===== config.mk =====
export PLATFORM = sky130hd
export DESIGN_NAME = vga_fb_arbiter
export DESIGN_NICKNAME = d
export VERILOG_FILES = /design/src/rtl/vga_fb_arbiter.sv
export SDC_FILE = /design/constraint.sdc
export NUM_CORES = 1
export LEC_CHECK = 0
export CAP_MARGIN = 20
export CORE_ASPECT_RATIO = 0.75
export CORE_MARGIN = 3
export CORE_UTILIZATION = 23
export CTS_BUF_LIST = sky130_fd_sc_hd__clkbuf_4 sky130_fd_sc_hd__clkbuf_8 sky130_fd_sc_hd__clkbuf_16
export DETAILED_ROUTE_END_ITERATION = 12
export GPL_ROUTABILITY_DRIVEN = 0
export PLACE_DENSITY_LB_ADDON = 0.25
export SYNTH_ARGS = -nofsm -noshare
export SYNTH_HDL_FRONTEND = slang
export SYNTH_SLANG_ARGS = --single-unit

===== constraint.sdc =====
create_clock -name clk25 -period 2.35 [get_ports clk25]
set_input_delay 0.47 -clock clk25 [delete_from_list [all_inputs] [get_ports clk25]]
set_output_delay 0.47 -clock clk25 [all_outputs]
set_load 0.01 [all_outputs]

===== src/rtl/vga_fb_arbiter.sv =====
// Single-port framebuffer arbiter: VGA scan-out fetch has absolute priority,
// host accesses fill the cycles with no video request.
module vga_fb_arbiter #(
    parameter int AW       = 19,
    parameter int DW       = 8,
    parameter int MAX_WAIT = 800
) (
    input  logic          clk25,
    input  logic          clr,
    input  logic          vid_req,
    input  logic [AW-1:0] vid_addr,
    output logic          vid_valid,
    output logic [DW-1:0] vid_data,
    input  logic          host_req,
    input  logic          host_we,
    input  logic [AW-1:0] host_addr,
    input  logic [DW-1:0] host_wdata,
    output logic          host_gnt,
    output logic          host_rvalid,
    output logic [DW-1:0] host_rdata,
    output logic          host_starve,
    output logic          mem_en,
    output logic          mem_we,
    output logic [AW-1:0] mem_addr,
    output logic [DW-1:0] mem_wdata,
    input  logic [DW-1:0] mem_rdata
);

    localparam int CW = $clog2(MAX_WAIT + 1);

    typedef enum logic [1:0] {IDLE, VID, HOST} own_e;

    own_e          state_q, state_d;
    logic [CW-1:0] cnt_q, cnt_d;
    logic          starve_q;
    logic          mem_we_q;
    logic [AW-1:0] mem_addr_q;
    logic [DW-1:0] mem_wdata_q;
    logic [1:0]    tag_q;
    logic          vid_valid_q, host_rvalid_q;
    logic [DW-1:0] vid_data_q, host_rdata_q;
    logic          host_pend;

    // A request still high during its own grant cycle is the one being served.
    assign host_pend = host_req && (state_q != HOST);

    always_comb begin
        state_d = IDLE;
        if (vid_req) begin
            state_d = VID;
        end else if (host_pend) begin
            state_d = HOST;
        end
        cnt_d = '0;
        if (host_pend) begin
            cnt_d = (cnt_q == CW'(MAX_WAIT)) ? cnt_q : cnt_q + CW'(1);
        end
    end

    always_ff @(posedge clk25) begin
        if (clr) begin
            state_q       <= IDLE;
            cnt_q         <= '0;
            starve_q      <= 1'b0;
            mem_we_q      <= 1'b0;
            mem_addr_q    <= '0;
            mem_wdata_q   <= '0;
            tag_q         <= '0;
            vid_valid_q   <= 1'b0;
            vid_data_q    <= '0;
            host_rvalid_q <= 1'b0;
            host_rdata_q  <= '0;
        end else begin
            state_q <= state_d;
            cnt_q   <= cnt_d;
            if (cnt_d == CW'(MAX_WAIT)) begin
                starve_q <= 1'b1;
            end
            unique case (state_d)
                VID: begin
                    mem_we_q    <= 1'b0;
                    mem_addr_q  <= vid_addr;
                    mem_wdata_q <= '0;
                end
                HOST: begin
                    mem_we_q    <= host_we;
                    mem_addr_q  <= host_addr;
                    mem_wdata_q <= host_we ? host_wdata : '0;
                end
                default: begin
                    mem_we_q    <= 1'b0;
                    mem_addr_q  <= '0;
                    mem_wdata_q <= '0;
                end
            endcase
            // Tag {vid,host} rides alongside the RAM's one-cycle read latency.
            tag_q         <= {state_q == VID, (state_q == HOST) && !mem_we_q};
            vid_valid_q   <= tag_q[1];
            host_rvalid_q <= tag_q[0];
            if (tag_q[1]) begin
                vid_data_q <= mem_rdata;
            end
            if (tag_q[0]) begin
                host_rdata_q <= mem_rdata;
            end
        end
    end

    assign mem_en      = (state_q != IDLE);
    assign host_gnt    = (state_q == HOST);
    assign mem_we      = mem_we_q;
    assign mem_addr    = mem_addr_q;
    assign mem_wdata   = mem_wdata_q;
    assign vid_valid   = vid_valid_q;
    assign vid_data    = vid_data_q;
    assign host_rvalid = host_rvalid_q;
    assign host_rdata  = host_rdata_q;
    assign host_starve = starve_q;

endmodule

==> impl_metrics.tcl, run 1 <==
set metrics [dict create \
    start_util_pct 24.0 \
    grt_max_degree 23 \
    cts_resized 0 \
    power_density_nw_per_um2 758 \
    drive_gt1_share_pct 7.84 \
    final_util_pct 40.8 \
    cp-start-kind "flop" \
    synthFlopType "dfxtp_1" \
    cts_made_buffers 9 \
    antenna_found_initial 0 \
    synth_top_area_share_pct 55.3 \
    worstPathRequired_ns 1.88 \
    cts_max_level 3 \
    fill_cells 911 \
    clock.fmax_mhz 529 \
    fin_skew_ns 0.00769 \
    worstMarginPinSlew_ns 0.550 \
    grt_overflow 0 \
    path_cells "or2_2, clkdlybuf4s50_1" \
    synth_cell_types 39 \
    drtIter0Drc 75 \
    maxCapViolations 0 \
    relSlewSlack_pct 63.3 \
    critical_path.max_stage_delay_ns 0.49 \
    syn-mean-instance-area_um2 10.8 \
    die_h_um 90.9 \
    synth_top_area_cell "dfxtp_1" \
    clk_path_buf_depth 2 \
    synthArstFlopShare_pct 0 \
    hold_path_class "reg2reg" \
    fin_tns_setup_ns 0 \
    path_max_fanout 3 \
    yosysWarnings 0 \
    wl_um 5710 \
    grt_pass1_wl_um 9200 \
    core-area_um2 9200 \
    cts.sinks 61 \
    finalCritPeriodShare_pct 80.4 \
    synthCells 204 \
    synth_seq_cells 61 \
    rrSetupSlack_ns 0.47 \
    clkTransAtPathRegs_ns 0.05 \
    p_leak_nw 1.44 \
    via_per_inst 4.09 \
    synth_edf_count 0 \
    setup_violations 0 \
    ir_worst_vdd_mv 0.375 \
    rsz0062_at_grt "no" \
    cts_hold_buffers 0 \
    drtAntennaViolNets 0 \
    post-dp-hpwl_um 4280 \
    finalNetCount 375 \
    grt_usage_pct 11.0 \
    vias 1830 \
    io_buffers 107 \
    cts_setup_buffers 0 \
    fin_crit_ns 1.89 \
    synthTopCellsByArea "dfxtp_1 55%, a22o_1 7.5%, mux2i_1 7.3%" \
    cp.arrival_ns 1.42 \
    status "finished, final reports clean" \
    pin_count 108 \
    die-area_um2 10800 \
    yosysSeqAreaShare_pct 55.3 \
    cpMaxStageDelayCell "clkdlybuf4s50_1" \
    n_antenna_cell 0 \
    final_hold_viol_count 0 \
    slew_violations 0 \
    first_global_vias 1841 \
    drc 0 \
    synth.cell_area_um2 2210 \
    fp-row-count 30 \
    insertion_delay_ns 0.32 \
    end_kind "output pin" \
    area_growth_pct 70.1 \
    synth_nets 265 \
    cts_tree "done" \
    routedWlPerCell_um 12.8 \
    worstSetupPathType "reg2out" \
    root_buffer "clkbuf_16" \
    die_x_um 119 \
    dr.pass1.iters 4 \
]
==> sequential cells by signal, indices dropped and copies added (netlist names), 2 cells and up <==
| signal | flops |
|---|---|
| cnt_q | 10 |
| host_rdata | 8 |
| mem_addr | 19 |
| tag_q | 2 |
| vid_data | 8 |
| state_q | 2 |
| mem_wdata | 8 |
==> report_power, final <==
part / leakage (nW) / switching (mW) / internal, mW
Combinational: 0.777 / 0.0851 / 0.174
Clock: 0.166 / 0.455 / 1.05
Sequential: 0.497 / 0.0178 / 1.07
Total: 1.44 / 0.558 / 2.29
==> cell usage after synthesis, types with 2 or more instances <==
library cell   n
dfxtp_1       61
nor2_1        31
a22o_1        19
mux2i_1       16
and3_1         9
clkbuf_1       6
nand3_1        6
xor2_1         6
xnor2_1        5
inv_1          4
nand2_1        3
nor2b_1        3
nor3_1         3
a32oi_1        2
and2_1         2
buf_4          2
buf_6          2
ha_1           2
nor3b_1        2
==> placed cells by master (no fill, tap or decap), types with 2 or more instances in the layout <==
| cell | count |
|---|---|
| nor3b_1 | 2 |
| nand2_1 | 3 |
| buf_4 | 3 |
| and3_1 | 9 |
| mux2i_1 | 16 |
| nor2_1 | 31 |
| nor2b_1 | 3 |
| xor2_1 | 6 |
| and2_1 | 2 |
| a32oi_1 | 2 |
| nor3_1 | 3 |
| ha_1 | 2 |
| xnor2_1 | 5 |
| nand3_1 | 6 |
| inv_1 | 4 |
| bufinv_16 | 3 |
| a22o_1 | 19 |
| clkbuf_16 | 9 |
| dfxtp_1 | 61 |
| clkdlybuf4s50_1 | 107 |
==> layout make-up <==
cell class / count / area (um2) / share of cell area [%]
Timing Repair Buffer: 111 / 1110 / 29.6
Inverter: 4 / 15.0 / 0.400
Tap cell: 128 / 160 / 4.26
Clock buffer: 10 / 233 / 6.20
Clock inverter: 6 / 111 / 2.96
Multi-Input combinational cell: 127 / 902 / 24.0
Sequential cell: 61 / 1220 / 32.5
==> metal layers <==
| layer | track usage, % | vias up | share of wire, % |
|---|---|---|---|
| li1 | - | 928 | - |
| met1 | 13.3 | 798 | 47 |
| met2 | 15.2 | 96 | 37 |
| met3 | 7.08 | 8 | 14 |
| met4 | 4.63 | 0 | 1.5 |
| met5 | 0 | - | 0 |
==> logic make-up after synthesis <==
kind of cell	Yosys count	synth area share [%]
AO/OA/AOI/OAI	26	10.0
XOR/XNOR	11	4.36
adder cells (fa/ha/maj)	2	1.13
buffers and inverters	16	3.85
flip-flops	61	55.3
multiplexers	16	7.25
AND/OR/NAND/NOR	72	18.1
==> metrics by stage <==
| step | hold WS [ns] | std cells | power (mW) | setup slack [ns] | cell area [um2] |
|---|---|---|---|---|---|
| finish | 0.442 | 447 | 2.85 | 0.461 | 3760 |
| global route | 0.454 | 447 | 2.96 | 0.343 | 3760 |
| CTS | 0.448 | 447 | 2.89 | 0.441 | 3760 |
| detailed placement | 0.445 | 431 | 1.37 | 0.370 | 3410 |
| global placement | 0.463 | 431 | 1.37 | 0.400 | 3410 |
| floorplan | 0.466 | 204 | 1.19 | 0.698 | 2210 |
==> path summary, 6_finish.rpt <==
path | start | end | cells after the start
worst max-delay path | state_q[1] | mem_en | 2
worst min-delay path | mem_we | tag_q[0] | 1
worst max register to register | cnt_q[0] | host_starve | 7
worst min register to register | mem_we | tag_q[0] | 1
==> worst max-delay path, delay by kind of cell (launching register included) <==
| family | cells | cell delay, ns |
|---|---|---|
| flops | 1 | 0.34 |
| simple gates | 1 | 0.27 |
| buf+inv | 1 | 0.49 |
No activity file was read; power rests on OpenSTA's default activity.
==> run 2, diff against run 1 <==
==> constraint.sdc (replaced) <==
create_clock -name clk25 -period 1.6 [get_ports clk25]
set_input_delay 0.32 -clock clk25 [delete_from_list [all_inputs] [get_ports clk25]]
set_output_delay 0.32 -clock clk25 [all_outputs]
set_load 0.01 [all_outputs]
==> run 2 against run 1 <==
Compared with the run above: count of clock-buffer cells in the layout increased by 5; combinational power increased by 55%; utilization increased by 1.2 points; critical path type unchanged; clock power increased by 20%; non-clock buffer count increased by 18; cell count increased by 4.0%; sequential share of layout area decreased by 0.81 points; wire length decreased by 0.81%; first-iteration DRC count decreased by 41%; highest routed layer unchanged; clock skew decreased by 0.0012 ns.
==> impl_metrics.tcl, run 2 (synthesized netlist as in run 1, its figures left out) <==
set metrics [dict create \
    rr_worst_depth 7 \
    p_leak_nw 1.52 \
    n_antenna_cell 0 \
    final_util_pct 42.0 \
    hold_path_class "reg2reg" \
    cp.arrival_ns 1.24 \
    antenna_found_initial 0 \
    area_growth_pct 75.0 \
    ir_worst_vdd_mv 0.431 \
    fill_cells 911 \
    cts_made_buffers 9 \
    insertion_delay_ns 0.32 \
    path_max_fanout 3 \
    drc 0 \
    slew_violations 0 \
    cp-start-kind "flop" \
    drtIter0Drc 44 \
    rsz0062_at_grt "no" \
    end_kind "output pin" \
    clock.fmax_mhz 641 \
    grt_pass1_wl_um 8980 \
    min_path_cells 1 \
    rrSetupSlack_ns 0.07 \
    grt_max_degree 21 \
    die-area_um2 10800 \
    cts_max_level 3 \
    hp-start "mem_we" \
    die_x_um 119 \
    pin_count 108 \
    worstSetupPathType "reg2out" \
    cts_setup_buffers 0 \
    worstPathRequired_ns 1.28 \
    clkTransAtPathRegs_ns 0.05 \
    relSlewSlack_pct 64.1 \
    via_per_inst 4.02 \
    fin_crit_ns 1.56 \
    first_global_vias 1836 \
    start_util_pct 24.0 \
    layout_commonest_cell "clkdlybuf4s50_1" \
    grt_usage_pct 10.6 \
    largest_reg_flops 19 \
    maxCapViolations 0 \
    io_buffers 107 \
    drive_gt1_share_pct 14.8 \
    fp-row-count 30 \
    wl_um 5670 \
    status "finished, final reports clean" \
    core-area_um2 9200 \
    fin_total_pwr_mw 3.80 \
    cts_hold_buffers 0 \
    hold_end "tag_q[0]" \
    worstMarginPinSlew_ns 0.538 \
    setup_violations 0 \
    root_buffer "clkbuf_16" \
    layout_common_cells "105 x clkdlybuf4s50_1, 58 x dfxtp_1, 31 x nor2_1" \
    final_hold_viol_count 0 \
    seqCellArea_um2 1220 \
    r2r_start "cnt_q[1]" \
    finalNetCount 393 \
    cts_tree "done" \
    drtAntennaViolNets 0 \
    post-dp-hpwl_um 4360 \
    routedWlPerCell_um 12.2 \
    finalCritPeriodShare_pct 97.5 \
    fin_skew_ns 0.00653 \
    die_h_um 90.9 \
    timing.rr.end "host_starve" \
    multi_input_area_um2 913 \
    clk_path_buf_depth 2 \
    grt_overflow 0 \
    cts.sinks 61 \
    vias 1868 \
    dr.pass1.iters 4 \
    power_density_nw_per_um2 983 \
]
run 2: cell count changes in the layout (fill, tap and decap cells not counted), sizes merged:
cell           before  now
dlygate4sd2         0    2
clkinvlp            1    0
clkdlybuf4s50     107  105
bufinv              3    0
clkbuf             10   15
clkinv              2    1
buf                 4   22
run 2: critical path, stage by stage (launching register included):
cell	delay, ns
dfxtp_1	0.34
or2_2	0.29
dlygate4sd2_1	0.30
run 2: power breakdown:
part	internal (mW)	switching (mW)
clock	1.20	0.604
sequential	1.57	0.0238
combinational	0.270	0.131
total	3.04	0.758
run 2: cell type report:
class	instances	area share (%)
Timing Repair Buffer	129	32.7
Sequential cell	61	31.7
Multi-Input combinational cell	127	23.6
Clock buffer	15	7.32
Tap cell	128	4.15
Inverter	4	0.389
Clock inverter	1	0.130
run 2: repair_timing:
item	CTS	global route
endpoints found under the setup margin	3	1
gates cloned	0	0
pin swaps	2	3
resized for setup	3	7
run 2: layer usage:
metal | routed length, um | track usage, %
met4 | 50 | 3.47
met5 | 0 | 0
met2 | 2270 | 15.1
met3 | 726 | 7.08
met1 | 2620 | 12.6
run 2: metrics by stage:
stage                     area [um2]  hold WS (ns)  worst slack (ns)  TNS, ns  std cells
after floorplan                 2210         0.442           0.00174        0        204
after detailed placement        3560         0.415            -0.144    -3.52        449
after CTS                       3850         0.422            0.0123        0        465
after global routing            3860         0.448           0.00108        0        465
after global placement          3560         0.417            -0.123    -3.03        449
final                           3860         0.415            0.0405        0        465
run 2: worst max path at each step:
stage	start	slack [ns]	end	cells after the start
after global routing	state_q[1]	0.001	mem_en	2
after global placement	host_req	-0.12	mem_wdata[4]	6
after CTS	cnt_q[0]	0.01	host_starve	7
after detailed placement	host_req	-0.14	mem_wdata[7]	6
after floorplan	cnt_q[0]	0.002	host_starve	7
final	state_q[1]	0.04	mem_en	2
==> run 3, diff against run 2 <==
--- a/config.mk
+++ b/config.mk
@@ -5,6 +5,7 @@
 export SDC_FILE = /design/constraint.sdc
 export NUM_CORES = 1
 export LEC_CHECK = 0
+export ABC_AREA = 1
 export CAP_MARGIN = 20
 export CORE_ASPECT_RATIO = 0.75
 export CORE_MARGIN = 3
==> run 3 against run 2 <==
Compared with the run above: hold slack better by 0.034 ns; sequential share of layout area shrank 0.56 points; via count is 13% higher; utilization grew 0.53 points; worst setup slack better by 0.021 ns; die area increased by 1.1%; combinational power rose by 6.7%; maximum frequency increased by 1.3%; largest power group unchanged; highest routed layer unchanged.
==> impl_metrics.tcl, run 3 <==
set metrics [dict create \
    status "finished, final reports clean" \
    fin_total_pwr_mw 4.25 \
    switching_share_pct 20.6 \
    layout_commonest_cell "clkdlybuf4s50_1" \
    area_growth_pct 75.9 \
    dp.cells 508 \
    cts_tree "done" \
    n_antenna_cell 0 \
    layout_common_cells "105 x clkdlybuf4s50_1, 62 x nor2_1, 59 x dfxtp_1" \
    largest_reg_flops 19 \
    fin_skew_ns 0.00426 \
    fin_crit_ns 1.54 \
    rrSetupSlack_ns 0.18 \
    end_kind "output pin" \
    power_switching_mw 0.875 \
    path_max_fanout 2 \
    syn-mean-instance-area_um2 8.40 \
    synthArstFlopShare_pct 0 \
    grt_overflow 0 \
    synthTopCellsByCount "63 x nor2_1, 61 x dfxtp_1, 31 x nand2_1" \
    antenna_found_initial 0 \
    multi_input_area_um2 877 \
    final_util_pct 42.5 \
    die_h_um 91.3 \
    path_delay_family "buffers and inverters" \
    instances_no_fill 524 \
    synthCells 266 \
    via_per_inst 4.05 \
    grt_max_degree 20 \
    r2r_start "cnt_q[0]" \
    clkTransAtPathRegs_ns 0.05 \
    yosysSeqAreaShare_pct 54.7 \
    synth_top_area_share_pct 54.7 \
    power.internal_mw 3.38 \
    worstMarginPinSlew_ns 0.316 \
    p_clk_share_pct 52.3 \
    slew_violations 0 \
    io_buffers 107 \
    synth_edf_count 0 \
    synth.cell_area_um2 2230 \
    root_buffer "clkbuf_16" \
    drive_gt1_share_pct 13.6 \
    yosysWarnings 0 \
    cp.arrival_ns 1.22 \
    hold_path_class "reg2reg" \
    timing.rr.end "host_starve" \
    drtIter0Drc 57 \
    dr.pass1.iters 4 \
    hold_end "tag_q[0]" \
    cpMaxStageDelayCell "clkdlybuf4s50_1" \
    worstPathRequired_ns 1.28 \
    cp-start-kind "flop" \
    vias 2120 \
    final_hold_viol_count 0 \
    synth_top_area_cell "dfxtp_1" \
    worstSetupPathType "reg2out" \
    cts.sinks 61 \
    synthTopCellsByArea "dfxtp_1 55%, nor2_1 11%, a22o_1 7.5%" \
    start_util_pct 24.2 \
    power_density_nw_per_um2 1080 \
    die-area_um2 10900 \
    synth_nets 327 \
    drtAntennaViolNets 0 \
    wl_um 6180 \
    critical_path.max_stage_delay_ns 0.55 \
    ir_worst_vdd_mv 0.409 \
    routedWlPerCell_um 11.8 \
    clock.fmax_mhz 650 \
    insertion_delay_ns 0.32 \
    clk_path_buf_depth 2 \
    fill_cells 949 \
    synthFlopType "dfxtp_1" \
    critPathLaunch "host_starve" \
    path_cells "clkdlybuf4s50_1" \
    path_buf_inv 1 \
    grt_usage_pct 11.6 \
    comb_power_share_pct 10.1 \
    yosysMostFrequentCell "nor2_1" \
    p_leak_nw 1.64 \
    cts_made_buffers 9 \
    core-area_um2 9230 \
    synth_cell_types 26 \
    cts_max_level 3 \
    post-dp-hpwl_um 4780 \
    die_x_um 120 \
    fp-row-count 30 \
    seqCellArea_um2 1220 \
    rr_worst_depth 9 \
    hp-start "mem_we" \
    grt_pass1_wl_um 9980 \
    relSlewSlack_pct 78.9 \
    finalCritPeriodShare_pct 96.2 \
    setup_violations 0 \
    seqPwrFrac_pct 37.6 \
    maxCapViolations 0 \
    min_path_cells 1 \
    pin_count 108 \
    cts_hold_buffers 0 \
    finalNetCount 452 \
    drc 0 \
    first_global_vias 1984 \
    synth_seq_cells 61 \
]
run 3: cell count changes after synthesis, sizes merged, moves of 6 or more:
cell / delta
nor2: +36
inv: +26
and3: -9
mux2i: -16
nand2: +30
o21ai: +17
nand3: +6
run 3: metal layers:
layer	part of all wire (%)	wire length, um	global-route usage, %	up-vias
met3	12	762	7.04	6
met2	42	2630	16.5	87
met4	1.1	70	4.58	0
li1	-	-	-	1109
met5	0	0	0	-
met1	44	2720	14.3	918
run 3: cell families (layout without fill, tap and decap cells):
logic type	after synthesis	after routing	synth area share, %
AO/OA/AOI/OAI	40	40	12.4
adder cells (fa/ha/maj)	2	2	1.12
XOR/XNOR	1	1	0.392
buffers and inverters	39	169	6.72
flip-flops	61	61	54.7
AND/OR/NAND/NOR	123	123	24.6
run 3: cell type report:
| type | count | area share [%] |
|---|---|---|
| clock inverters | 7 | 3.15 |
| inverters | 32 | 3.06 |
| multi-input cells | 166 | 22.3 |
| well taps | 128 | 4.08 |
| clock buffers | 9 | 5.73 |
| flip-flops and latches | 61 | 31.1 |
| repair buffers | 121 | 30.5 |
run 3: power by group through the flow:
stage	Clock, mW	Sequential [mW]	Combinational [mW]
floorplan	0	1.66	0.101
global placement	0	1.63	0.434
detailed placement	0	1.63	0.434
CTS	2.29	1.60	0.434
global route	2.35	1.61	0.467
finish	2.23	1.60	0.428
run 3: worst max path at each step:
stage	to	slack (ns)	depth (start not counted)
finish	host_starve	0.06	1
global placement	host_starve	0.01	8
floorplan	host_starve	0.24	9
detailed placement	host_starve	-0.007	9
CTS	host_starve	0.04	1
global route	host_starve	-0.009	9
run 3: repair_timing:
action                                  in CTS  in global routing
buffers inserted                             0                  0
resized for setup                            2                  6
cloned                                       0                  0
endpoints found under the setup margin       2                  1
run 3: through the flow:
stage	hold slack (ns)	TNS, ns	area [um2]	setup WS [ns]
CTS	0.462	0	3910	0.0360
global route	0.481	-0.00890	3930	-0.00890
detailed placement	0.451	-0.00711	3560	-0.00711
floorplan	0.419	0	2230	0.243
global placement	0.452	0	3560	0.0137
finish	0.449	0	3930	0.0612
run 3: worst register-to-register path: stages (launching register included):
cell     delay [ns]
dfxtp_2        0.37
ha_2           0.21
nand2_2        0.09
nor2_4         0.14
nand2_1        0.08
nand3_2        0.08
nand4_1        0.08
nor2_1         0.11
nand3_1        0.09
a21oi_2        0.11
